[src/rtl/logic_cmd_pkg.sv]
// Shared types for the logic command sequencer: opcode encoding and the
// queued command record.
package logic_cmd_pkg;

  localparam int WIDTH = 4;

  typedef enum logic [1:0] {
    OP_NOT = 2'b00,
    OP_OR  = 2'b01,
    OP_AND = 2'b10,
    OP_XOR = 2'b11
  } opcode_t;

  typedef struct packed {
    opcode_t          opcode;
    logic [WIDTH-1:0] a;
    logic [WIDTH-1:0] b;
  } cmd_t;

endpackage

[src/rtl/logic_op_core.sv]
// Purely combinational 4-function logic unit evaluated on the FIFO head.
module logic_op_core
  import logic_cmd_pkg::*;
#(
  parameter int WIDTH = logic_cmd_pkg::WIDTH
) (
  input  logic [1:0]       i_opcode,
  input  logic [WIDTH-1:0] i_a,
  input  logic [WIDTH-1:0] i_b,
  output logic [WIDTH-1:0] o_y
);

  // opcode decode; b is a don't-care for NOT
  always_comb begin
    o_y = '0;
    case (i_opcode)
      OP_NOT:  o_y = ~i_a;
      OP_OR:   o_y = i_a | i_b;
      OP_AND:  o_y = i_a & i_b;
      OP_XOR:  o_y = i_a ^ i_b;
      default: o_y = '0;
    endcase
  end

endmodule

[src/rtl/logic_cmd_sequencer.sv]
// Command FIFO in front of the logic core with a registered, backpressured
// result port. Full/empty come from the occupancy counter, not pointer compare.
module logic_cmd_sequencer
  import logic_cmd_pkg::*;
#(
  parameter int DEPTH = 4,
  parameter int WIDTH = logic_cmd_pkg::WIDTH
) (
  input  logic                     clk,
  input  logic                     rst_n,
  input  logic                     cmd_valid,
  output logic                     cmd_ready,
  input  logic [1:0]               cmd_opcode,
  input  logic [WIDTH-1:0]         cmd_a,
  input  logic [WIDTH-1:0]         cmd_b,
  output logic                     res_valid,
  input  logic                     res_ready,
  output logic [WIDTH-1:0]         res_data,
  output logic [1:0]               res_opcode,
  output logic [$clog2(DEPTH):0]   level,
  output logic [7:0]               issued_count
);

  localparam int PTR_W = $clog2(DEPTH);
  localparam int LVL_W = PTR_W + 1;
  localparam logic [LVL_W-1:0] LVL_FULL = LVL_W'(DEPTH);

  logic [1:0]       r_mem_op [DEPTH];
  logic [WIDTH-1:0] r_mem_a  [DEPTH];
  logic [WIDTH-1:0] r_mem_b  [DEPTH];
  logic [PTR_W-1:0] r_wr_ptr;
  logic [PTR_W-1:0] r_rd_ptr;
  logic [LVL_W-1:0] r_level;
  logic             r_res_valid;
  logic [WIDTH-1:0] r_res_data;
  logic [1:0]       r_res_opcode;
  logic [7:0]       r_issued;

  logic             w_push;
  logic             w_pop;
  logic [WIDTH-1:0] w_head_y;

  // cmd_ready sees only the registered level, so a same-cycle pop at full
  // never lets a push in
  assign w_push = cmd_valid && (r_level != LVL_FULL);
  assign w_pop  = (r_level != LVL_W'(0)) && (!r_res_valid || res_ready);

  logic_op_core #(.WIDTH(WIDTH)) u_core (
    .i_opcode (r_mem_op[r_rd_ptr]),
    .i_a      (r_mem_a[r_rd_ptr]),
    .i_b      (r_mem_b[r_rd_ptr]),
    .o_y      (w_head_y)
  );

  always_ff @(posedge clk) begin
    if (w_push) begin
      r_mem_op[r_wr_ptr] <= cmd_opcode;
      r_mem_a[r_wr_ptr]  <= cmd_a;
      r_mem_b[r_wr_ptr]  <= cmd_b;
    end
  end

  always_ff @(posedge clk or negedge rst_n) begin
    if (!rst_n) begin
      r_wr_ptr <= '0;
      r_rd_ptr <= '0;
      r_level  <= '0;
    end else begin
      if (w_push) r_wr_ptr <= r_wr_ptr + PTR_W'(1);
      if (w_pop)  r_rd_ptr <= r_rd_ptr + PTR_W'(1);
      case ({w_push, w_pop})
        2'b10:   r_level <= r_level + LVL_W'(1);
        2'b01:   r_level <= r_level - LVL_W'(1);
        default: r_level <= r_level;
      endcase
    end
  end

  // result register: load on pop, otherwise drain on handshake and hold data
  always_ff @(posedge clk or negedge rst_n) begin
    if (!rst_n) begin
      r_res_valid  <= 1'b0;
      r_res_data   <= '0;
      r_res_opcode <= 2'b00;
      r_issued     <= 8'd0;
    end else if (w_pop) begin
      r_res_valid  <= 1'b1;
      r_res_data   <= w_head_y;
      r_res_opcode <= r_mem_op[r_rd_ptr];
      r_issued     <= r_issued + 8'd1;
    end else if (res_ready) begin
      r_res_valid  <= 1'b0;
    end
  end

  assign cmd_ready    = (r_level != LVL_FULL);
  assign level        = r_level;
  assign res_valid    = r_res_valid;
  assign res_data     = r_res_data;
  assign res_opcode   = r_res_opcode;
  assign issued_count = r_issued;

endmodule

[config.mk]
export PLATFORM = sky130hd
export DESIGN_NAME = logic_cmd_sequencer
export DESIGN_NICKNAME = d
export VERILOG_FILES = /design/src/rtl/logic_cmd_pkg.sv /design/src/rtl/logic_op_core.sv /design/src/rtl/logic_cmd_sequencer.sv
export SDC_FILE = /design/constraint.sdc
export NUM_CORES = 1
export LEC_CHECK = 0
export CORE_UTILIZATION = 59
export CTS_CLUSTER_SIZE = 14
export DETAILED_ROUTE_END_ITERATION = 6
export PLACE_DENSITY_LB_ADDON = 0.2
export SYNTH_ARGS = -nofsm -noshare
export SYNTH_HDL_FRONTEND = slang
export SYNTH_SLANG_ARGS = --single-unit
[constraint.sdc]
create_clock -name clk -period 5.8 [get_ports clk]
set_input_delay 0.87 -clock clk [delete_from_list [all_inputs] [get_ports clk]]
set_output_delay 0.87 -clock clk [all_outputs]
set_load 0.05 [all_outputs]
==> results of run 1 <==
placed cells by master (no fill, tap or decap), drive strengths merged, types with 7 or more instances in the layout:
cell | synthesis | final
mux2i | 8 | 8
clkdlybuf4s50 | 0 | 32
edfxtp | 40 | 40
clkbuf | 1 | 9
dfrtp | 22 | 22
xnor2 | 7 | 7
mux2 | 10 | 10
mux4 | 10 | 10
inv | 11 | 11
ha | 14 | 14
report_power, final:
part           leakage, nW  switching (mW)  total, mW  internal (mW)
Clock               0.0964           0.162      0.357          0.195
Sequential           0.621           0.115      0.727          0.613
Combinational        0.570           0.497      0.874          0.377
sequential cells by signal, indices dropped and copies added, names as in the netlist:
| register | cells |
|---|---|
| issued_count | 8 |
| level | 3 |
| r_mem_a | 16 |
| r_mem_b | 16 |
| r_mem_op | 8 |
| r_rd_ptr | 2 |
| r_wr_ptr | 2 |
| res_data | 4 |
| res_opcode | 2 |
| res_valid | 1 |
kinds of logic after synthesis:
| family | Yosys count | synth area share |
|---|---|---|
| buffers and inverters | 15 | 0.0259 |
| AO/OA/AOI/OAI | 3 | 0.00555 |
| flip-flops | 62 | 0.648 |
| adder cells (fa/ha/maj) | 15 | 0.0722 |
| multiplexers | 28 | 0.160 |
| AND/OR/NAND/NOR | 25 | 0.0463 |
| XOR/XNOR | 13 | 0.0421 |
layer usage:
layer / GRT usage / vias to the layer above / share of wire
met1: 0.264 / 692 / 0.45
met3: 0.0669 / 10 / 0.033
met4: 0.120 / 0 / 0.023
met2: 0.326 / 37 / 0.50
li1: - / 675 / -
met5: 0 / - / 0
per-stage QoR:
step | setup slack [ns] | instance area [µm²] | utilization | hold slack, ns | power [mW]
floorplan | 3.21 | 2700 | - | 0.534 | 1.37
global placement | 2.43 | 3060 | 0.698 | 0.461 | 1.57
detailed placement | 2.35 | 3060 | 0.698 | 0.486 | 1.62
CTS | 2.68 | 3250 | 0.741 | 0.499 | 1.98
global route | 2.56 | 3250 | 0.741 | 0.534 | 2.08
finish | 2.68 | 3250 | 0.741 | 0.495 | 1.96
cell type report:
| type | count | area, µm² | share of cell area |
|---|---|---|---|
| Clock buffer | 9 | 124 | 0.0381 |
| Sequential cell | 62 | 1750 | 0.539 |
| Inverter | 11 | 41.3 | 0.0127 |
| Clock inverter | 7 | 65.1 | 0.0200 |
| Timing Repair Buffer | 32 | 320 | 0.0986 |
| Tap cell | 52 | 65.1 | 0.0200 |
| Multi-Input combinational cell | 84 | 882 | 0.271 |
worst min-delay path by stage:
stage                                      startpoint                          end  cells after the start
after detailed placement  issued_count[7]$_DFFE_PN0P_  issued_count[7]$_DFFE_PN0P_                      1
after global placement    issued_count[7]$_DFFE_PN0P_  issued_count[7]$_DFFE_PN0P_                      1
after CTS                 issued_count[7]$_DFFE_PN0P_  issued_count[7]$_DFFE_PN0P_                      1
final                     issued_count[7]$_DFFE_PN0P_  issued_count[7]$_DFFE_PN0P_                      1
after global routing      issued_count[7]$_DFFE_PN0P_  issued_count[7]$_DFFE_PN0P_                      1
after floorplan               r_wr_ptr[1]$_DFFE_PN0P_      r_wr_ptr[1]$_DFFE_PN0P_                      1
==> impl_metrics.json, run 1 <==
{
  "grt_overflow": 0,
  "setup_viol": 0,
  "floorplan.core_area_mm2": 0.00438,
  "synth_nets": 190,
  "drt_iter0_drc": 64,
  "mappedNetlistArea_mm2": 0.00270,
  "cts.sinks": 62,
  "yosysSeqAreaShare": 0.648,
  "final_routed_drc_violation_total": 0,
  "hold_path.class": "register to register",
  "place_congestion": 0.708,
  "die_w_um": 69.7,
  "netlist_instances": 161,
  "wire_length_of_the_first_global_routing_pass_mm": 7.41,
  "finish.net_count": 229,
  "final_layout_size_suffix_gt1_frac": 0.141,
  "synthToLayoutAreaGrowth_pct": 20.2,
  "die_area_mm2": 0.00486,
  "slew_violations": 0,
  "rrSetupSlack_ns": 3.15,
  "synth_top_area_frac": 0.444,
  "pwr_density_cell_mw_per_mm2": 603,
  "worst-path-stages": 6,
  "insertedDiodeCount": 0,
  "cp-start-kind": "primary input",
  "crit-reg2reg-capture": "level[1]$_DFFE_PN0P_",
  "synthesis_warning_total": 0,
  "finalNonFillerCells": 257,
  "finalHoldViolCount": 0,
  "fin_setup_tns_ns": 0,
  "vertical_die_dimension_um": 69.7,
  "clk_pin_slew_worst_paths_ns": 0.07,
  "portBuffers": 32,
  "antenna_found_initial": 0,
  "layout_min_cycle_time_ns": 3.12,
  "crit_arrival_ns": 3.34,
  "start_util": 0.617,
  "timing_worst_slew_pin_value_ns": 1.13,
  "routed_via_density": 5.50,
  "cts.hold.buffers_added": 0,
  "cp_max_fo": 15,
  "critPathRequiredTime_ns": 6.02,
  "timing.final.crit_share": 0.538,
  "tritoncts": "yes",
  "via_count": 1414,
  "run_status": "finished clean",
  "clock-skew-final_ns": 0.00673,
  "htreeDepth": 3,
  "yosys-top-cells-area": "edfxtp_1 44%, dfrtp_1 20%, ha_1 6.5%",
  "clock_tree.root_cell": "clkbuf_8",
  "pin_count_of_the_biggest_net_entering_global_routing": 23,
  "worst_ir_drop_vdd_v": 0.000262,
  "row_count": 24,
  "worst_path_bufs_invs": 1,
  "critical_path_cell_sequence": "clkdlybuf4s50_1 > nor2b_1 > nor2_1 > ha_1 > fa_1 > mux2_2",
  "ys_types": 27,
  "grt_pass1_vias": 1519,
  "io_pins": 33,
  "synth.largest_area_cell": "edfxtp_1",
  "number_of_flops_mapped_to_enable_cells_by_yosys": 40,
  "clkLatencyLatePin_ns": 0.33,
  "place_inst": 241,
  "routed_wire_length_per_instance_um": 17.0,
  "slew_headroom": 0.242,
  "dpl.hpwl_mm": 2.99,
  "crit_path_end_kind": "register",
  "cap_violations": 0,
  "synth.top_cells.by_count": "40 x edfxtp_1, 22 x dfrtp_1, 14 x ha_1",
  "max-clock-path-buffers": 2,
  "leakage_nw": 1.29,
  "synth.ff_latch_count": 62,
  "post_cts.resized_instances": 0,
  "highest_achievable_clock_rate_mhz": 321,
  "critPathMaxStageDelay_ns": 0.87,
  "worst-setup-path-type": "primary input to register",
  "synth_ff_type": "edfxtp_1",
  "yosys.cell_count.top_type": "edfxtp_1",
  "r2r_cells": 5,
  "async_reset_ff_frac": 0.355,
  "cts_made_buffers": 9,
  "timing.critical_path.slowest_stage_cell": "nor2_1",
  "critical_path_launch_point": "res_ready",
  "rr_startpoint": "level[0]$_DFFE_PN0P_",
  "syn_area_per_cell_um2": 16.8,
  "postRouteWirelength_mm": 4.36,
  "drt_first_pass_iters": 4,
  "rsz_0062_raised_after_global_routing": "no",
  "drtAntennaViolNets": 0,
  "critPathCapture": "level[1]$_DFFE_PN0P_",
  "filler_cell_count": 271,
  "timing.critical_path.max_delay_family": "simple AND/OR/NAND/NOR gates",
  "overall_global_routing_resource_usage": 0.211,
  "post_cts_buffers": 0
}
No activity file was read; power rests on OpenSTA's default activity.
==> run 2: changes to the inputs <==
Settings changed: CORE_UTILIZATION 59 to 55.
Clock period 5.8 ns to 3.2 ns, I/O delays scaled along.
==> run 2 against run 1 <==
  * Register-to-register slack worse by 2.4 ns
  * Cell area up 0.50%
  * Die area is 7.1% higher
  * Clock power increased by 76%
  * Non-clock buffer count rose by 1
  * Critical endpoint is now res_data[0]$_DFFE_PN0P_
  * Combinational power increased by 81%
  * Via count grew 1.1%
==> impl_metrics.json, run 2 (synthesized netlist as in run 1, its figures left out) <==
{
  "run_status": "finished clean",
  "highest_achievable_clock_rate_mhz": 416,
  "crit_arrival_ns": 2.62,
  "clock_tree.root_cell": "clkbuf_8",
  "cts.hold.buffers_added": 0,
  "post_cts_buffers": 0,
  "dpl.hpwl_mm": 3.02,
  "clkLatencyLatePin_ns": 0.34,
  "p_int_mw": 2.15,
  "dp_slack_ns": 0.754,
  "grt_overflow": 0,
  "pin_count_of_the_biggest_net_entering_global_routing": 23,
  "critPathMaxStageDelay_ns": 0.76,
  "area_used_by_multi_input_combinational_logic_um2": 882,
  "layout.cells.most_common": "edfxtp_1",
  "cap_violations": 0,
  "grt_use_met3": 0.0792,
  "power.clock.fraction": 0.178,
  "timing_worst_slew_pin_value_ns": 1.08,
  "critical_path_cell_sequence": "mux4_1 > inv_1 > ha_1 > mux2_1 > mux2i_1 > a21oi_1",
  "portBuffers": 32,
  "drtAntennaViolNets": 0,
  "wire_length_of_the_first_global_routing_pass_mm": 7.32,
  "antenna_found_initial": 0,
  "finish.net_count": 230,
  "via_count": 1429,
  "floorplan.core_area_mm2": 0.00472,
  "postRouteWirelength_mm": 4.43,
  "max-clock-path-buffers": 2,
  "seqPwrFrac": 0.372,
  "worst-path-stages": 6,
  "finalHoldViolCount": 0,
  "timing.critical_path.max_delay_family": "multiplexers",
  "power_spent_charging_and_discharging_nets_mw": 1.38,
  "cp_max_fo": 12,
  "r2r_cells": 6,
  "worst_hold_path.num_cells": 1,
  "row_count": 25,
  "cp-start-kind": "register",
  "hold_path.class": "register to register",
  "p_sw_frac": 0.391,
  "critPathRequiredTime_ns": 3.42,
  "overall_global_routing_resource_usage": 0.204,
  "filler_cell_count": 320,
  "pwr_density_cell_mw_per_mm2": 1080,
  "die_area_mm2": 0.00520,
  "rrSetupSlack_ns": 0.80,
  "post_cts.resized_instances": 0,
  "clk_pin_slew_worst_paths_ns": 0.07,
  "cts.sinks": 62,
  "vertical_die_dimension_um": 72.1,
  "final_cell_mix": "40 x edfxtp_1, 32 x clkdlybuf4s50_1, 22 x dfrtp_1, 14 x ha_1, 11 x inv_1",
  "crit_path_end_kind": "register",
  "routed_wire_length_per_instance_um": 16.2,
  "start_util": 0.572,
  "insertedDiodeCount": 0,
  "grt_pass1_vias": 1493,
  "worst-setup-path-type": "register to register",
  "drt_first_pass_iters": 4,
  "final_layout_size_suffix_gt1_frac": 0.131,
  "slew_violations": 0,
  "die_w_um": 72.1,
  "synthToLayoutAreaGrowth_pct": 20.8,
  "place_congestion": 0.740,
  "drt_iter0_drc": 50,
  "layout_setup_ws_ns": 0.797,
  "worst_ir_drop_vdd_v": 0.000557,
  "timing.final.crit_share": 0.751,
  "slew_headroom": 0.278,
  "power.combinational.fraction": 0.450,
  "routed_via_density": 5.23,
  "layout_min_cycle_time_ns": 2.40,
  "cts_made_buffers": 9,
  "clock-skew-final_ns": 0.00560,
  "tritoncts": "yes",
  "setup_viol": 0,
  "final_routed_drc_violation_total": 0,
  "timing.critical_path.slowest_stage_cell": "dfrtp_1",
  "final_core_util": 0.691,
  "worst_path_bufs_invs": 1,
  "most_used_routing_layer": "met2",
  "rsz_0062_raised_after_global_routing": "no",
  "timing.hold.ws_ns": 0.491,
  "place_inst": 257,
  "sequential_cell_area_mm2": 0.00175,
  "grtUsageMet1": 0.247,
  "io_pins": 33,
  "finalNonFillerCells": 273,
  "biggestRegsByFlops": "r_mem_a x16, r_mem_b x16",
  "fin_setup_tns_ns": 0,
  "leakage_nw": 1.29,
  "htreeDepth": 3,
  "grt_use_met2": 0.325
}
[run 2: stage by stage]
stage	cell area, µm²	power (mW)
after floorplan	2700	2.48
after global placement	3090	2.84
after detailed placement	3090	2.92
after CTS	3270	3.57
after global routing	3270	3.75
final	3270	3.52
[run 2: worst paths after layout]
check                                              endpoint                         from
worst max-delay path                res_data[0]$_DFFE_PN0P_      r_rd_ptr[0]$_DFFE_PN0P_
worst min-delay path            issued_count[7]$_DFFE_PN0P_  issued_count[7]$_DFFE_PN0P_
worst max register to register      res_data[0]$_DFFE_PN0P_      r_rd_ptr[0]$_DFFE_PN0P_
worst min register to register  issued_count[7]$_DFFE_PN0P_  issued_count[7]$_DFFE_PN0P_
max in group asynchronous              level[1]$_DFFE_PN0P_                        rst_n
min in group asynchronous           res_data[1]$_DFFE_PN0P_                        rst_n
[run 2: power by group through the flow]
stage	Sequential (mW)	Combinational (mW)	Clock, mW
CTS	1.32	1.61	0.644
global route	1.35	1.72	0.680
global placement	1.31	1.52	0
floorplan	1.62	0.860	0
detailed placement	1.33	1.59	0
finish	1.31	1.58	0.627
[run 2: cell type report]
cell class,count,share of cell area
flip-flops and latches,62,0.536
multi-input cells,84,0.270
repair buffers,33,0.100
clock buffers,9,0.0379
well taps,67,0.0257
clock inverters,7,0.0169
inverters,11,0.0126
[run 2: routing by layer]
metal,vias to the layer above,part of all wire
met5,-,0
met4,0,0.016
met3,5,0.038
met2,35,0.51
met1,716,0.44
li1,673,-
